## config.mk

```make
export PLATFORM = sky130hd
export DESIGN_NAME = reset_requester_flat
export DESIGN_NICKNAME = d
export VERILOG_FILES = /design/src/rtl/reset_requester_if.sv /design/src/rtl/reset_requester.sv /design/src/flat_wrapper.sv
export SDC_FILE = /design/constraint.sdc
export NUM_CORES = 1
export LEC_CHECK = 0
export CORE_MARGIN = 3
export CORE_UTILIZATION = 45
export DETAILED_ROUTE_END_ITERATION = 16
export GPL_ROUTABILITY_DRIVEN = 0
export PLACE_DENSITY = 0.71
export SKIP_CTS_REPAIR_TIMING = 1
export SLEW_MARGIN = 0
export SYNTH_ARGS = -nofsm -noshare
export SYNTH_HDL_FRONTEND = slang
export SYNTH_SLANG_ARGS = --single-unit
```

## constraint.sdc

```tcl
create_clock -name sys_clk -period 2.4 [get_ports sys_clk]
set_input_delay 0.36 -clock sys_clk [delete_from_list [all_inputs] [get_ports sys_clk]]
set_output_delay 0.36 -clock sys_clk [all_outputs]
set_load 0.02 [all_outputs]
```

## src/rtl/reset_requester_if.sv

```systemverilog
// CSR bus bundle shared by the system-control peripherals.
// The bus master drives address, write strobe and write data; the peripheral returns registered read data.
interface reset_requester_if;
    logic [13:0] csr_a;
    logic        csr_we;
    logic [31:0] csr_di;
    logic [31:0] csr_do;

    modport master (output csr_a, csr_we, csr_di, input csr_do);
    modport slave  (input csr_a, csr_we, csr_di, output csr_do);
endinterface

```

## src/rtl/reset_requester.sv

```systemverilog
// Reset request unit: merges keyed soft reset, lockable watchdog and debounced push-button
// into the trigger_reset pulse, and keeps a cause register that survives system reset.
module reset_requester #(
    parameter logic [3:0]  csr_addr    = 4'h0,
    parameter logic [31:0] SOFT_KEY    = 32'h5EB00700,
    parameter logic [15:0] WDT_KEY     = 16'hC0DE,
    parameter logic [31:0] WDT_DEFAULT = 32'd80_000_000,
    parameter logic [19:0] DEBOUNCE    = 20'd800_000
) (
    input  logic             sys_clk,
    input  logic             sys_rst,
    reset_requester_if.slave csr,
    input  logic             btn_n,
    output logic             trigger_reset
);
    localparam logic [2:0] REG_SOFT   = 3'd0;
    localparam logic [2:0] REG_RELOAD = 3'd1;
    localparam logic [2:0] REG_CTRL   = 3'd2;
    localparam logic [2:0] REG_COUNT  = 3'd3;
    localparam logic [2:0] REG_CAUSE  = 3'd4;

    logic        sel;
    logic        wr;
    logic [2:0]  reg_sel;
    logic        ctrl_wr_ok;
    logic [31:0] rd_data;

    logic        wdt_en;
    logic [31:0] wdt_count;
    logic [31:0] wdt_reload;

    logic [1:0]  btn_sync;
    logic [1:0]  sync_vld;
    logic        btn_s;
    logic [19:0] btn_cnt;
    logic        armed;

    // Not touched by sys_rst: holds power-on until the first request or clear.
    logic [3:0]  cause = 4'b0001;

    logic        soft_req;
    logic        wdt_req;
    logic        btn_req;
    logic        any_req;
    logic        unused_addr_bits;

    assign sel        = (csr.csr_a[13:10] == csr_addr);
    assign wr         = sel && csr.csr_we;
    assign reg_sel    = csr.csr_a[2:0];
    assign ctrl_wr_ok = wr && (reg_sel == REG_CTRL) && (csr.csr_di[31:16] == WDT_KEY);
    assign unused_addr_bits = ^csr.csr_a[9:3];

    assign btn_s    = btn_sync[1];
    assign soft_req = wr && (reg_sel == REG_SOFT) && (csr.csr_di == SOFT_KEY);
    assign wdt_req  = wdt_en && (wdt_count == '0);
    assign btn_req  = armed && (btn_cnt == DEBOUNCE);
    assign any_req  = soft_req || wdt_req || btn_req;

    always_comb begin
        rd_data = '0;
        case (reg_sel)
            REG_RELOAD: rd_data = wdt_reload;
            REG_CTRL:   rd_data = {31'd0, wdt_en};
            REG_COUNT:  rd_data = wdt_count;
            REG_CAUSE:  rd_data = {28'd0, cause};
            default:    rd_data = '0;
        endcase
    end

    always_ff @(posedge sys_clk) begin
        if (sys_rst) begin
            trigger_reset <= 1'b0;
            csr.csr_do    <= '0;
            wdt_en        <= 1'b0;
            wdt_count     <= '0;
            wdt_reload    <= WDT_DEFAULT;
            btn_sync      <= 2'b11;
            sync_vld      <= 2'b00;
            btn_cnt       <= '0;
            armed         <= 1'b0;
        end else begin
            trigger_reset <= any_req;
            csr.csr_do    <= sel ? rd_data : '0;

            if (wr && (reg_sel == REG_RELOAD))
                wdt_reload <= csr.csr_di;

            // Enable is sticky; a kick only reloads once the dog is running.
            if (ctrl_wr_ok && csr.csr_di[0]) begin
                wdt_en    <= 1'b1;
                wdt_count <= wdt_reload;
            end else if (ctrl_wr_ok && csr.csr_di[1] && wdt_en) begin
                wdt_count <= wdt_reload;
            end else if (wdt_en && (wdt_count != '0)) begin
                wdt_count <= wdt_count - 32'd1;
            end

            btn_sync <= {btn_sync[0], btn_n};
            sync_vld <= {sync_vld[0], 1'b1};
            btn_cnt  <= btn_s ? '0 : btn_cnt + 20'd1;

            // Arm only on a real released sample, not on the synchronizer's reset fill,
            // so a button held through reset cannot fire until released.
            if (btn_req)
                armed <= 1'b0;
            else if (btn_s && sync_vld[1])
                armed <= 1'b1;
        end
    end

    always_ff @(posedge sys_clk) begin
        if (!sys_rst) begin
            if (any_req)
                cause <= {btn_req, wdt_req, soft_req, 1'b0};
            else if (wr && (reg_sel == REG_CAUSE))
                cause <= '0;
        end
    end
endmodule

```

## src/flat_wrapper.sv

```systemverilog
// flat-port wrapper written by rule: the top's interface ports become plain ports
module reset_requester_flat 
#(
    parameter logic [3:0]  csr_addr    = 4'h0,
    parameter logic [31:0] SOFT_KEY    = 32'h5EB00700,
    parameter logic [15:0] WDT_KEY     = 16'hC0DE,
    parameter logic [31:0] WDT_DEFAULT = 32'd80_000_000,
    parameter logic [19:0] DEBOUNCE    = 20'd800_000
)
  (sys_clk, sys_rst, btn_n, trigger_reset, csr_csr_a, csr_csr_we, csr_csr_di, csr_csr_do);
  reset_requester_if csr_i ();
  input  logic sys_clk;
  input  logic sys_rst;
  input  logic btn_n;
  output logic trigger_reset;
  input wire logic [$bits(csr_i.csr_a)-1:0] csr_csr_a;
  input wire logic [$bits(csr_i.csr_we)-1:0] csr_csr_we;
  input wire logic [$bits(csr_i.csr_di)-1:0] csr_csr_di;
  output wire logic [$bits(csr_i.csr_do)-1:0] csr_csr_do;
  assign csr_i.csr_a = csr_csr_a;
  assign csr_i.csr_we = csr_csr_we;
  assign csr_i.csr_di = csr_csr_di;
  assign csr_csr_do = csr_i.csr_do;
  reset_requester #(.csr_addr(csr_addr), .SOFT_KEY(SOFT_KEY), .WDT_KEY(WDT_KEY), .WDT_DEFAULT(WDT_DEFAULT), .DEBOUNCE(DEBOUNCE)) u_core (.sys_clk(sys_clk), .sys_rst(sys_rst), .csr(csr_i), .btn_n(btn_n), .trigger_reset(trigger_reset));
endmodule
```

* Yosys cells after proc, flatten, opt, wreduce, memory -nomap -nowiden
Cells that the tools add are included.
W data, S select, Z words.
** Operators by class
- $add $sub $neg :: 2
- Equal/unequal tests :: 7
- Muxes and demuxes :: 7
- Bitwise gates (word level) :: 2
- Reduce and logical (&&, ||, !) cells :: 26
** Operator list (number)
- $pmux W32 S4 :: 1
- $mux W32 :: 3
- $eq A32 B31 Y1 const B :: 1
- $logic_not A32 Y1 :: 1
- $reduce_bool A32 Y1 :: 1
- $sub A32 B1 Y32 const B :: 1
- $add A20 B1 Y20 const B :: 1
- $eq A20 B20 Y1 const B :: 1
- $eq A16 B16 Y1 const B :: 1
- $logic_and A1 B1 Y1 :: 14
- $mux W4 :: 2
- $eq A3 B2 Y1 const B :: 2
- $reduce_or A2 Y1 :: 3
- $logic_not A4 Y1 :: 1
- $eq A3 B1 Y1 const B :: 1
- $eq A3 B3 Y1 const B :: 1
- $logic_not A3 Y1 :: 1
- $reduce_bool A3 Y1 :: 1
- $logic_or A1 B1 Y1 :: 2
- $not A1 Y1 :: 2
- $reduce_and A2 Y1 :: 1
- $reduce_bool A2 Y1 :: 1
- $mux W1 :: 1
** Storage, ports and cells
- Register bits after elaboration :: 126
- Bits of input ports :: 50
- Output and inout port bits :: 33
- Logic and storage cells :: 55

* Longest topological paths before layout
- Word-level depth :: 8
- Depth in mapped cells :: 9
- Mapped depth without buffers :: 7

* Least setup slack after synthesis
OpenSTA, ideal clock, no wires.
- Path kind :: reg-to-reg
- Start :: register u_core.btn_cnt[15]
- End :: register u_core.cause[1] (enable)
- Setup time :: 0.327 ns
- Arrival :: 1.983 ns
- Required time :: 2.073 ns
- Slack :: 0.090 ns
- Cell stages (with the launch flop) :: 6
- Buffers on the path :: 0
- Period minus slack after synthesis :: 2.310 ns
- Cell sequence :: dfxtp_1 > or4b_2 > or4_1 > nor3_1 > nor3_1 > a21oi_1
** On the way
- Word-level cells in the longest chain between the ends :: 5
** RTL lines
- start, declared :: RTL line reset_requester.sv:35 : logic [19:0] btn_cnt;
- start signal, assigned :: RTL line reset_requester.sv:100 : btn_cnt <= btn_s ? '0 : btn_cnt + 20'd1;
- $eq A20 B20 Y1 :: RTL line reset_requester.sv:56 : assign btn_req = armed && (btn_cnt == DEBOUNCE);
- $logic_and A1 B1 Y1 :: RTL line reset_requester.sv:56
- $logic_or A1 B1 Y1 :: RTL line reset_requester.sv:57 : assign any_req = soft_req || wdt_req || btn_req;
- $reduce_bool A2 Y1 (no source line)
- $reduce_and A2 Y1 (no source line)
- end signal, assigned :: RTL line reset_requester.sv:114 : cause <= {btn_req, wdt_req, soft_req, 1'b0};
- end, declared :: RTL line reset_requester.sv:39 : logic [3:0] cause = 4'b0001;
Every way passes these cells.
A chain may end at the register's enable or synchronous reset.

* Worst setup path in the final report
Same ends and word-level chain as after synthesis.

==> out/metrics.cfg <==
[power]
vdd_drop_max_v=0.000672
power.internal_mw=3.86
powerDensity_nw_per_um2=638
p_switching_mw=1.02
pwr-share-seq=0.432
p_leak_nw=2.80
p_clk_frac=0.529
combPwrFrac=0.039
swShare=0.209

[die]
ios=83
initial_utilization=0.462
die_area_um2=13800
fp-row-count=40
die_h_um=118
core_area_um2=12100
dieWidth_um=118

[synthesis]
async_flop_share=0
yosysUniqueCellTypes=54
ys_seq_elements=126
yosysSeqAreaShare=0.456
synth_edf_count=3
synth_warnings=0
synth_area_leader_cell=dfxtp_1
synth_nets=711
synth_top_flop_cell=dfxtp_1
syn_inst=658
synth_area_leaders=dfxtp_1, nor2_1, nand2_1, a22oi_1, a21oi_1
synth_top_area_frac=0.440
synth_area_per_cell_um2=8.51
syn-cell-area_um2=5600

[global_route]
grt_pass1_vias=5382
grt_usage=0.233
gr-usage-met3=0.0634
top_usage_layer=met2
grtUsageMet1=0.279
grt_max_degree=45
use_met2=0.394
gr-total-overflow=0
antenna_found_initial=0
grt_pass1_wl_mm=26.1

[outcome]
status=finished clean

[drt]
drtIter0Drc=375
viasPerCell=5.59
wire_per_inst_um=16.2
wirelength_mm=15.7
first_pass_iters=5
drcViolationCount=0
ant_nets=0
via_count=5431

[timing]
fin_setup_tns_ns=0
tightest_slew_ns=0.579
setup_viol=0
fin_crit_sh=0.986
final-max-slew-violation-count=0
finalClockSkew_ns=0.00534
final.min_clock_period_ns=2.37
slew-limit-headroom=0.609
hold-worst-slack_ns=0.389
max_freq_mhz=423
finalHoldViolations=0
grt_setup_unrepaired=true

[finish]
nNetsFinal=843
syn_to_final_growth_pct=36.7
mostFrequentLayoutCells=dfxtp_1, nor2_1, nand2_1, buf_4, clkdlybuf4s50_1
instances_no_fill=971
layout_commonest_cell=dfxtp_1
final_cell_area_um2=7650
drive_gt1_frac=0.174
diodes=0
fin_util=0.632

[setup_path]
path_buf_inv=1
crit_fanout=3
startpoint=u_core.btn_cnt[15]$_SDFF_PP0_
worstSetupPathType=register to register
critPathTopFamily=simple AND/OR/NAND/NOR gates
crit_path_start_kind=register
cp.required_ns=2.51
path_cells=or4b_2 > or4_4 > nor3_4 > buf_4 > nor3_1 > a21oi_2
cp_slowest_cell=or4b_2
slowest_delay_ns=0.67
cp.arrival_ns=2.48
end_kind=register
r2r-start=u_core.btn_cnt[15]$_SDFF_PP0_

[clock_tree]
path_clk_slew_ns=0.06
h-tree-depth=4
clkSinkCount=126
clock_path_buffers=2
cts_root_buffer=clkbuf_16
cts_buffers=17
cts_tree=done
insertion_delay_ns=0.42

[place]
hpwl_mm=11.2
dp.cells=934
dpl_cell_area_um2=6960
port_buffers=75

[job]
cap_violations=0

[min_path]
holdCritStartpoint=sys_rst
min_path_type=input pin to register

final timing paths:
path,slack (ns),cells after the start,end
hold / removal,0.39,2,u_core.sync_vld[1]$_SDFF_PP0_
setup reg to reg,0.03,6,u_core.cause[1]$_SDFFCE_PN0P_
hold reg to reg,0.41,1,u_core.btn_sync[1]$_SDFF_PP1_
setup / recovery,0.03,6,u_core.cause[1]$_SDFFCE_PN0P_
power by group through the flow:
stage	clock (mW)	combinational, mW	sequential, mW
6_report	2.58	0.191	2.11
4_1_cts	2.61	0.189	2.11
3_3_place_gp	0	0.187	2.15
3_5_place_dp	0	0.188	2.15
2_1_floorplan	0	0.0579	2.15
5_1_grt	2.71	0.203	2.11
synth_stat cells, drive strengths merged (2+ instances only):
library cell,count
a22oi,28
edfxtp,3
and4,7
and2,3
nor4,13
and3,5
clkbuf,33
nand2,79
nor3,22
nand4,13
nor4b,6
mux2i,6
or2,6
nor2b,2
inv,13
nand3,24
a21oi,39
o41ai,2
xor2,4
xnor2,13
or4,17
dfxtp,123
nor3b,2
o21ai,14
nor4bb,4
ha,3
o31ai,10
a31oi,2
nor2,97
a211oi,11
buf,8
a311oi,19
or3,17
through the flow:
step	power, mW	setup WS (ns)
after floorplan	2.21	0.0897
after global placement	2.34	-0.221
after detailed placement	2.34	-0.253
after CTS	4.91	-0.0835
after global routing	5.03	-0.0164
final	4.88	0.0337
layer usage:
metal	routed length (um)	vias up	part of all wire
li1	-	2667	-
met1	6730	2564	0.43
met2	7650	163	0.49
met3	894	37	0.057
met4	422	0	0.027
met5	0	-	0
kinds of logic (layout without fill, tap and decap cells):
logic type / count (synthesis) / in the layout / share of synthesized area
AOI/OAI and AO/OA: 131 / 131 / 0.166
xor gates and xnor gates: 17 / 17 / 0.0266
adders and majority gates: 3 / 3 / 0.00670
buffers and inverters: 54 / 199 / 0.0409
DFF: 126 / 126 / 0.456
muxes: 6 / 6 / 0.0107
and+or+nand+nor: 321 / 321 / 0.293
sequential cells by signal, summed over array words and instances, names as in the netlist:
register              flops
u_core.trigger_reset      1
u_core.wdt_en             1
u_core.csr.csr_do        32
u_core.cause              3
u_core.wdt_reload        32
u_core.btn_cnt           20
u_core.btn_sync           2
u_core.armed              1
u_core.wdt_count         32
u_core.sync_vld           2
layout make-up:
class	count	area [um2]
inverters	13	48.8
clock inverters	10	110
clock buffers	22	494
well taps	168	210
fillers	1080	4460
multi-input cells	478	2870
repair buffers	154	1370
flip-flops and latches	126	2550
worst register-to-register path, delay by kind of cell (launching register included):
| family | cells | cell delay [ns] |
|---|---|---|
| and+or+nand+nor | 4 | 1.37 |
| DFF | 1 | 0.30 |
| buffers and inverters | 1 | 0.14 |
| AOI/OAI and AO/OA | 1 | 0.24 |
(Power assumes the default switching activity.)
